[src/rtl/chime_pkg.sv]
// Shared types and constants for the clock chime / alarm controller.
// State encoding, BCD match constants and counter sizing helpers.
package chime_pkg;

    typedef enum logic [1:0] {
        IDLE   = 2'd0,
        RING   = 2'd1,
        SNOOZE = 2'd2
    } state_t;

    // Hourly chime fires during minute 59
    localparam logic [3:0] CHIME_MIN_T = 4'd5;
    localparam logic [3:0] CHIME_MIN_O = 4'd9;

    // Chime seconds 51/53/55/57 (low) and 59 (high)
    localparam logic [3:0] CHIME_SEC_T  = 4'd5;
    localparam logic [3:0] CHIME_SEC_O1 = 4'd1;
    localparam logic [3:0] CHIME_SEC_O3 = 4'd3;
    localparam logic [3:0] CHIME_SEC_O5 = 4'd5;
    localparam logic [3:0] CHIME_SEC_O7 = 4'd7;
    localparam logic [3:0] CHIME_SEC_O9 = 4'd9;

    localparam logic [3:0] BCD_ZERO = 4'd0;
    localparam logic [3:0] BCD_MAX  = 4'd9;

    // Bits needed to hold values 0..max(a, b)
    function automatic int cnt_width(input int a, input int b);
        int m;
        m = (a > b) ? a : b;
        return (m < 1) ? 1 : $clog2(m + 1);
    endfunction

    function automatic logic bcd_ok(input logic [3:0] d);
        return d <= BCD_MAX;
    endfunction

endpackage

[src/rtl/chime_decode.sv]
// Hourly chime decoder: flags the 500 Hz and 1 kHz chime seconds.
// Ports: chime_en, min_t/min_o/sec_t/sec_o (BCD) in; chime_lo/chime_hi out.
module chime_decode
    import chime_pkg::*;
(
    input  logic       chime_en,
    input  logic [3:0] min_t,
    input  logic [3:0] min_o,
    input  logic [3:0] sec_t,
    input  logic [3:0] sec_o,
    output logic       chime_lo,
    output logic       chime_hi
);

    logic at_slot;

    assign at_slot = chime_en
                  && (min_t == CHIME_MIN_T)
                  && (min_o == CHIME_MIN_O)
                  && (sec_t == CHIME_SEC_T);

    // Out-of-range digits fall into default and never chime
    always_comb begin
        chime_lo = 1'b0;
        chime_hi = 1'b0;
        if (at_slot) begin
            unique case (sec_o)
                CHIME_SEC_O1,
                CHIME_SEC_O3,
                CHIME_SEC_O5,
                CHIME_SEC_O7: chime_lo = 1'b1;
                CHIME_SEC_O9: chime_hi = 1'b1;
                default: ;
            endcase
        end
    end

endmodule

[src/rtl/chime_ctrl.sv]
// Tone-request controller: hourly chime plus snoozable alarm FSM.
// Ports: clk, rst_n, sec_tick, time/alarm BCD, alm_en, chime_en, stop,
// snooze in; en_500, en_1k, alarm_active out (all registered).
module chime_ctrl
    import chime_pkg::*;
#(
    parameter int ALARM_SECS  = 60,
    parameter int SNOOZE_SECS = 300,
    parameter int MAX_SNOOZE  = 3
) (
    input  logic       clk,
    input  logic       rst_n,
    input  logic       sec_tick,
    input  logic [3:0] hr_t,
    input  logic [3:0] hr_o,
    input  logic [3:0] min_t,
    input  logic [3:0] min_o,
    input  logic [3:0] sec_t,
    input  logic [3:0] sec_o,
    input  logic [3:0] alm_hr_t,
    input  logic [3:0] alm_hr_o,
    input  logic [3:0] alm_min_t,
    input  logic [3:0] alm_min_o,
    input  logic       alm_en,
    input  logic       chime_en,
    input  logic       stop,
    input  logic       snooze,
    output logic       en_500,
    output logic       en_1k,
    output logic       alarm_active
);

    localparam int CW = cnt_width(ALARM_SECS, SNOOZE_SECS);
    localparam int SW = cnt_width(MAX_SNOOZE, 0);

    localparam logic [CW-1:0] RING_END = CW'(ALARM_SECS);
    localparam logic [CW-1:0] SNZ_END  = CW'(SNOOZE_SECS);
    localparam logic [SW-1:0] SNZ_MAX  = SW'(MAX_SNOOZE);

    state_t        state, state_n;
    logic [CW-1:0] sec_cnt, cnt_n, cnt_inc;
    logic [SW-1:0] snz_cnt, snz_n;

    logic chime_lo, chime_hi;
    logic chime_lo_q, chime_hi_q;
    logic chime_lo_n, chime_hi_n;
    logic alarm_hit;
    logic en_500_d, en_1k_d, active_d;

    chime_decode u_decode (
        .chime_en (chime_en),
        .min_t    (min_t),
        .min_o    (min_o),
        .sec_t    (sec_t),
        .sec_o    (sec_o),
        .chime_lo (chime_lo),
        .chime_hi (chime_hi)
    );

    // Invalid digits on either side never count as a match
    assign alarm_hit = bcd_ok(hr_t) && bcd_ok(hr_o)
                    && bcd_ok(min_t) && bcd_ok(min_o)
                    && (hr_t == alm_hr_t) && (hr_o == alm_hr_o)
                    && (min_t == alm_min_t) && (min_o == alm_min_o)
                    && (sec_t == BCD_ZERO) && (sec_o == BCD_ZERO);

    assign cnt_inc = sec_cnt + 1'b1;

    always_ff @(posedge clk or negedge rst_n) begin
        if (!rst_n) begin
            state      <= IDLE;
            sec_cnt    <= '0;
            snz_cnt    <= '0;
            chime_lo_q <= 1'b0;
            chime_hi_q <= 1'b0;
        end else begin
            state      <= state_n;
            sec_cnt    <= cnt_n;
            snz_cnt    <= snz_n;
            chime_lo_q <= chime_lo_n;
            chime_hi_q <= chime_hi_n;
        end
    end

    always_comb begin
        state_n = state;
        cnt_n   = sec_cnt;
        snz_n   = snz_cnt;
        if (!alm_en) begin
            state_n = IDLE;
        end else begin
            unique case (state)
                IDLE: begin
                    if (sec_tick && alarm_hit && !stop) begin
                        state_n = RING;
                        cnt_n   = '0;
                        snz_n   = '0;
                    end
                end
                RING: begin
                    if (stop) begin
                        state_n = IDLE;
                    end else if (snooze) begin
                        if (snz_cnt < SNZ_MAX) begin
                            state_n = SNOOZE;
                            cnt_n   = '0;
                            snz_n   = snz_cnt + 1'b1;
                        end else begin
                            state_n = IDLE;
                        end
                    end else if (sec_tick) begin
                        if (cnt_inc == RING_END) begin
                            state_n = IDLE;
                        end else begin
                            cnt_n = cnt_inc;
                        end
                    end
                end
                SNOOZE: begin
                    if (stop) begin
                        state_n = IDLE;
                    end else if (sec_tick) begin
                        if (cnt_inc == SNZ_END) begin
                            state_n = RING;
                            cnt_n   = '0;
                        end else begin
                            cnt_n = cnt_inc;
                        end
                    end
                end
                default: state_n = IDLE;
            endcase
        end
    end

    // Chime request is captured once per second. A second that starts
    // in RING, or with a stop key, never chimes even if the alarm
    // is cancelled later in that second.
    always_comb begin
        chime_lo_n = chime_lo_q;
        chime_hi_n = chime_hi_q;
        if (sec_tick) begin
            chime_lo_n = chime_lo && !stop && (state_n != RING);
            chime_hi_n = chime_hi && !stop && (state_n != RING);
        end
        if (state_n == RING) begin
            en_1k_d  = !cnt_n[0];
            en_500_d = cnt_n[0];
        end else begin
            en_1k_d  = chime_hi_n;
            en_500_d = chime_lo_n;
        end
        active_d = (state_n != IDLE);
    end

    always_ff @(posedge clk or negedge rst_n) begin
        if (!rst_n) begin
            en_500       <= 1'b0;
            en_1k        <= 1'b0;
            alarm_active <= 1'b0;
        end else begin
            en_500       <= en_500_d;
            en_1k        <= en_1k_d;
            alarm_active <= active_d;
        end
    end

endmodule

[config.mk]
export PLATFORM = sky130hd
export DESIGN_NAME = chime_ctrl
export DESIGN_NICKNAME = d
export VERILOG_FILES = /design/src/rtl/chime_pkg.sv /design/src/rtl/chime_decode.sv /design/src/rtl/chime_ctrl.sv
export SDC_FILE = /design/constraint.sdc
export NUM_CORES = 1
export LEC_CHECK = 0
export CAP_MARGIN = 20
export CORE_MARGIN = 4
export CORE_UTILIZATION = 46
export CTS_BUF_LIST = sky130_fd_sc_hd__clkbuf_16
export DETAILED_ROUTE_END_ITERATION = 10
export HOLD_SLACK_MARGIN = 0.08
export PLACE_DENSITY = 0.8
export SLEW_MARGIN = 20
export SYNTH_ARGS = -nofsm -noshare
export SYNTH_HDL_FRONTEND = slang
export SYNTH_SLANG_ARGS = --single-unit
[constraint.sdc]
create_clock -name clk -period 2.49 [get_ports clk]
set_input_delay 0.498 -clock clk [delete_from_list [all_inputs] [get_ports clk]]
set_output_delay 0.498 -clock clk [all_outputs]
set_load 0.01 [all_outputs]
==> metrics.cfg, run 1 <==
[timing]
period_minus_slack_ps = 2390
report.final.hold_viol_count = 0
finalSetupViolations = 0
clock.fmax_mhz = 418
worstMarginPinSlew_ps = 806
whs_ps = 495
fin_crit_sh_pct = 96.0
slew_violations = 0
finalClockSkew_ps = 5.15
slew_headroom_pct = 46.1

[global_route]
antenna_found_initial = 0
grt_overflow = 0
grt_pass1_vias = 1645
grt_max_degree = 19
grt_use_total_pct = 23.1
grt_first_pass_wirelength_um = 7730

[placement]
io_buffers = 49
dpl_cell_area_sq_um = 2160
dp_hpwl_um = 3660
gp_congestion = 0.902

[run_status]
status = complete, no violations

[floorplan]
row_count = 20
chipWidth_um = 65.7
ios = 50
start_util_pct = 49.0
dieArea_sq_um = 4320
core_region_area_sq_um = 3130
die_y_um = 65.7

[route]
drt-met1-wl_um = 1880
route.met3.wl_um = 259
vias_per_cell = 5.68
ant_nets = 0
top_layer = met4
drtPass1Iterations = 4
post-route-drc-count = 0
wl_per_cell_um = 16.1
drt_iter0_markers = 85
routed-wl-met2_um = 2340
wirelength_um = 4570
vias = 1613

[critical_path]
setup.worst_path.end_class = register
crit_path_start_kind = primary input
path_class = in -> reg
crit_arrival_ps = 2520
worstPathRequired_ps = 2620
path_cells = clkdlybuf4s50_1, xor2_1, o32a_1, nor4_2, buf_4, nand3_2, a22o_4, a21oi_1, o31ai_1
cp_max_fo = 8
cp_slowest_cell = clkdlybuf4s50_1
max_stage_delay_ps = 450

[clock_tree]
numCtsBuffers = 3
cts_tree = built
cts.sinks = 18
cts_hold_buf = 0
ctsHtreeMaxLevel = 1
cts_buffer_depth = 2
insertion_delay_ps = 250
root_buffer = clkbuf_16
path_clk_slew_ps = 50

[cells_and_area]
fillerInstances = 230
diodes = 0
utilization_pct = 72.2
multi_input_area_sq_um = 1050
fin_nets = 290
syn_to_final_growth_pct = 47.3
layout-drive-gt1-share_pct = 15.0
final_cell_mix = clkdlybuf4s50_1 (49), dfrtp_1 (18), nand2_1 (17)
final_cell_area_sq_um = 2260
layout_commonest_cell = clkdlybuf4s50_1
ff_latch_area_sq_um = 450

[pwr]
powerDensity_nw_per_um2 = 341
p_leak_nw = 0.928
ir_worst_vdd_mv = 0.365
total_power_uw = 769

[logic_synthesis]
synth-async-reset-ratio_pct = 100
ys.flop_type = dfrtp_1
yosys_warnings = 0
synth.distinct_cells = 58
synth_edf_count = 0
syn_area_per_cell_sq_um = 8.76
ys_seq_area_share_pct = 29.4
synthTopCellsByArea = dfrtp_1 (29%), xnor2_1 (5.7%), nand2_1 (4.2%)
syn_nets = 224
synth_top_area_share_pct = 29.4
synth_top_area_cell = dfrtp_1
synth_seq_cells = 18
syn_inst = 175
syn_area_sq_um = 1530

[min_path]
hold_class = reg -> reg

[job]
maxCapViolCount = 0

==> cell usage after synthesis (all sizes together), types with 2 or more instances <==
master and number:
a21oi 9, nand2 17, nor2 10, nor3 4, xor2 4, xnor2 10
nand3 9, and2 2, or3 2, mux2 2, a22oi 3, nand2b 8
nor4 5, o22ai 5, inv 8, nor4bb 2, o21ai 13, nor2b 4
ha 2, nor4b 2, or2 3, o211ai 2, dfrtp 18, mux2i 2
nand4 8
==> metrics by stage <==
| stage | std cells | TNS, ps | setup WS [ps] |
|---|---|---|---|
| 2_1_floorplan | 175 | 0 | 242 |
| 3_3_place_gp | 279 | -700 | -118 |
| 3_5_place_dp | 279 | -1520 | -202 |
| 4_1_cts | 283 | 0 | 47.2 |
| 5_1_grt | 284 | -2.72 | -2.72 |
| 6_report | 284 | 0 | 98.9 |
==> state kept, by name (all words and copies together) (netlist names) <==
register / cells
state: 2
chime_lo_q: 1
en_500: 1
chime_hi_q: 1
snz_cnt: 2
en_1k: 1
sec_cnt: 9
alarm_active: 1
==> worst max-delay path, delay by kind of cell <==
kind	cells	cell delay, ps
buffers and inverters	2	620
AND/OR/NAND/NOR	2	360
XOR/XNOR	1	180
AO/OA/AOI/OAI	4	860
==> worst paths after layout <==
path                              end  slack (ps)       start  cells past startpoint
setup reg to reg                en_1k         130  sec_cnt[1]                      8
min in group asynchronous  sec_cnt[2]         710       rst_n                      1
setup / recovery           sec_cnt[3]         100    min_t[2]                      9
hold / removal             chime_hi_q         500  chime_hi_q                      2
hold reg to reg            chime_hi_q         500  chime_hi_q                      2
max in group asynchronous  chime_hi_q        1270       rst_n                      1
==> what timing repair did <==
action,4_1_cts,5_1_grt
setup buffers,0,1
resized for setup,0,2
hold endpoints to repair,0,0
endpoints found under the setup margin,0,12
==> layer usage <==
metal  GRT usage [%]  vias up
met3            4.10       10
met4            5.96        0
met5               0        -
met2            40.6       55
met1            28.8      761
li1                -      787
==> final cells by class <==
cell class / count / share of cell area (%)
clock buffer: 3 / 3.33
sequential: 18 / 20.0
timing repair buffer: 63 / 26.4
clock inverter: 1 / 0.166
multi-input combinational: 147 / 46.4
tap: 44 / 2.44
inverter: 8 / 1.33
==> where the power goes <==
part / total [mW] / internal [mW] / switching, mW / leakage, nW
Combinational: 0.148 / 0.0951 / 0.0533 / 0.665
Clock: 0.327 / 0.214 / 0.113 / 0.0385
Sequential: 0.294 / 0.293 / 0.000957 / 0.225
==> kinds of logic (layout without fill, tap and decap cells) <==
family | count (synthesis) | after routing | synth area share, %
AO/OA/AOI/OAI | 44 | 44 | 19.9
adder cells (fa/ha/maj) | 2 | 2 | 1.63
AND/OR/NAND/NOR | 83 | 83 | 35.1
buffers and inverters | 10 | 75 | 2.94
multiplexers | 4 | 4 | 3.02
flip-flops | 18 | 18 | 29.4
XOR/XNOR | 14 | 14 | 8.00
Note: power is estimated with default switching activity, not from simulation.
==> inputs of run 2 (changes only) <==
--- a/config.mk
+++ b/config.mk
@@ -12,7 +12,8 @@
 export DETAILED_ROUTE_END_ITERATION = 10
 export HOLD_SLACK_MARGIN = 0.08
 export PLACE_DENSITY = 0.8
-export SLEW_MARGIN = 20
+export RECOVER_POWER = 50
+export SLEW_MARGIN = 5
 export SYNTH_ARGS = -nofsm -noshare
 export SYNTH_HDL_FRONTEND = slang
 export SYNTH_SLANG_ARGS = --single-unit
==> metrics.cfg, run 2 (synthesis results as in run 1) <==
[critical_path]
crit_arrival_ps = 2520
path_class = in -> reg
worstPathRequired_ps = 2620
cp_max_fo = 8
setup.worst_path.end_class = register
crit_path_start_kind = primary input

[timing]
fin_crit_sh_pct = 96.0
final.setup.tns_ps = 0
finalClockSkew_ps = 5.20
worst_slack_ps = 99.0
slew_violations = 0
report.final.hold_viol_count = 0
worstMarginPinSlew_ps = 814
slew_headroom_pct = 45.6
clock.fmax_mhz = 418
finalSetupViolations = 0
period_minus_slack_ps = 2390

[route]
vias_per_cell = 5.68
vias = 1613
ant_nets = 0
wirelength_um = 4570
post-route-drc-count = 0
wl_per_cell_um = 16.1
drtPass1Iterations = 4
drt_iter0_markers = 85

[min_path]
hold_class = reg -> reg

[cells_and_area]
largest_reg_flops = 9
final_cell_mix = clkdlybuf4s50_1 (47), dfrtp_1 (18), nand2_1 (17)
fillerInstances = 230
final_cell_area_sq_um = 2260
diodes = 0
syn_to_final_growth_pct = 47.3
reg_top3 = sec_cnt: 9 flops, snz_cnt: 2 flops, state: 2 flops
finalNonFillerCells = 284
layout-drive-gt1-share_pct = 15.0
layout_commonest_cell = clkdlybuf4s50_1
top_register = sec_cnt
fin_nets = 290

[floorplan]
ios = 50
row_count = 20
start_util_pct = 49.0
chipWidth_um = 65.7
core_region_area_sq_um = 3130
die_y_um = 65.7
dieArea_sq_um = 4320

[run_status]
status = complete, no violations

[global_route]
grt_pass1_vias = 1645
grt_first_pass_wirelength_um = 7730
grt_use_total_pct = 23.1
grt_max_degree = 19
grt_overflow = 0
antenna_found_initial = 0

[clock_tree]
cts.sinks = 18
path_clk_slew_ps = 60
root_buffer = clkbuf_16
insertion_delay_ps = 250
numCtsBuffers = 3
ctsHtreeMaxLevel = 1
cts_tree = built
cts_buffer_depth = 2

[pwr]
p_leak_nw = 0.932
swShare_pct = 21.7
sequentialPowerShare_pct = 38.3
ir_worst_vdd_mv = 0.366
total_power_uw = 769
p_clk_share_pct = 42.5
pwr-share-comb_pct = 19.3
internal_power_uw = 602
powerDensity_nw_per_um2 = 341
p_switching_uw = 167

[placement]
dpl_cell_area_sq_um = 2160
dp_cells = 279
dp_hpwl_um = 3660
dp_slack_ps = -202
gp_congestion = 0.902
io_buffers = 49

[job]
maxCapViolCount = 0

[run 2: critical path, stage by stage]
cell and delay, ps:
clkdlybuf4s50_1 450, xor2_1 180, o32a_1 300, nor4_2 270, buf_4 170, nand3_2 90, a22o_4 300, a21oi_1 160
o31ai_1 100
[run 2: path summary, 6_finish.rpt]
kind,start,end,slack [ps],cells past startpoint
worst max-delay path,min_t[2],sec_cnt[3],100,9
worst min-delay path,chime_hi_q,chime_hi_q,500,2
worst max register to register,sec_cnt[1],en_1k,130,8
worst min register to register,chime_hi_q,chime_hi_q,500,2
max in group asynchronous,rst_n,chime_hi_q,1200,1
min in group asynchronous,rst_n,sec_cnt[2],780,1
[run 2: layout make-up]
| type | instances | area, sq um | area share, % |
|---|---|---|---|
| Inverter | 8 | 30.0 | 1.33 |
| Timing Repair Buffer | 63 | 596 | 26.4 |
| Clock inverter | 1 | 3.75 | 0.166 |
| Tap cell | 44 | 55.1 | 2.44 |
| Clock buffer | 3 | 75.1 | 3.33 |
| Multi-Input combinational cell | 147 | 1050 | 46.4 |
| Sequential cell | 18 | 450 | 20.0 |
[run 2: through the flow]
step	hold WS (ps)	utilization, %
after global placement	464	69.1
after detailed placement	483	69.1
after global routing	517	72.2
after floorplan	202	-
after CTS	500	71.6
final	495	72.2
[run 2: power groups by stage]
stage	sequential (mW)	combinational [mW]	clock, mW
after detailed placement	0.299	0.147	0
after floorplan	0.299	0.0441	0
after global placement	0.299	0.144	0
after global routing	0.294	0.159	0.350
final	0.294	0.148	0.327
after CTS	0.294	0.148	0.332
[run 2: what timing repair did]
action,in CTS,in global routing
setup endpoints to repair,0,12
hold buffers,0,0
setup buffers,0,1
gates resized for setup,0,2
[run 2: per-layer routing]
layer / global-route usage [%] / vias to the layer above / part of all wire (%)
met5: 0 / - / 0
met4: 5.96 / 0 / 2.1
met3: 4.10 / 10 / 5.7
met2: 40.6 / 55 / 51
met1: 28.8 / 761 / 41
li1: - / 787 / -
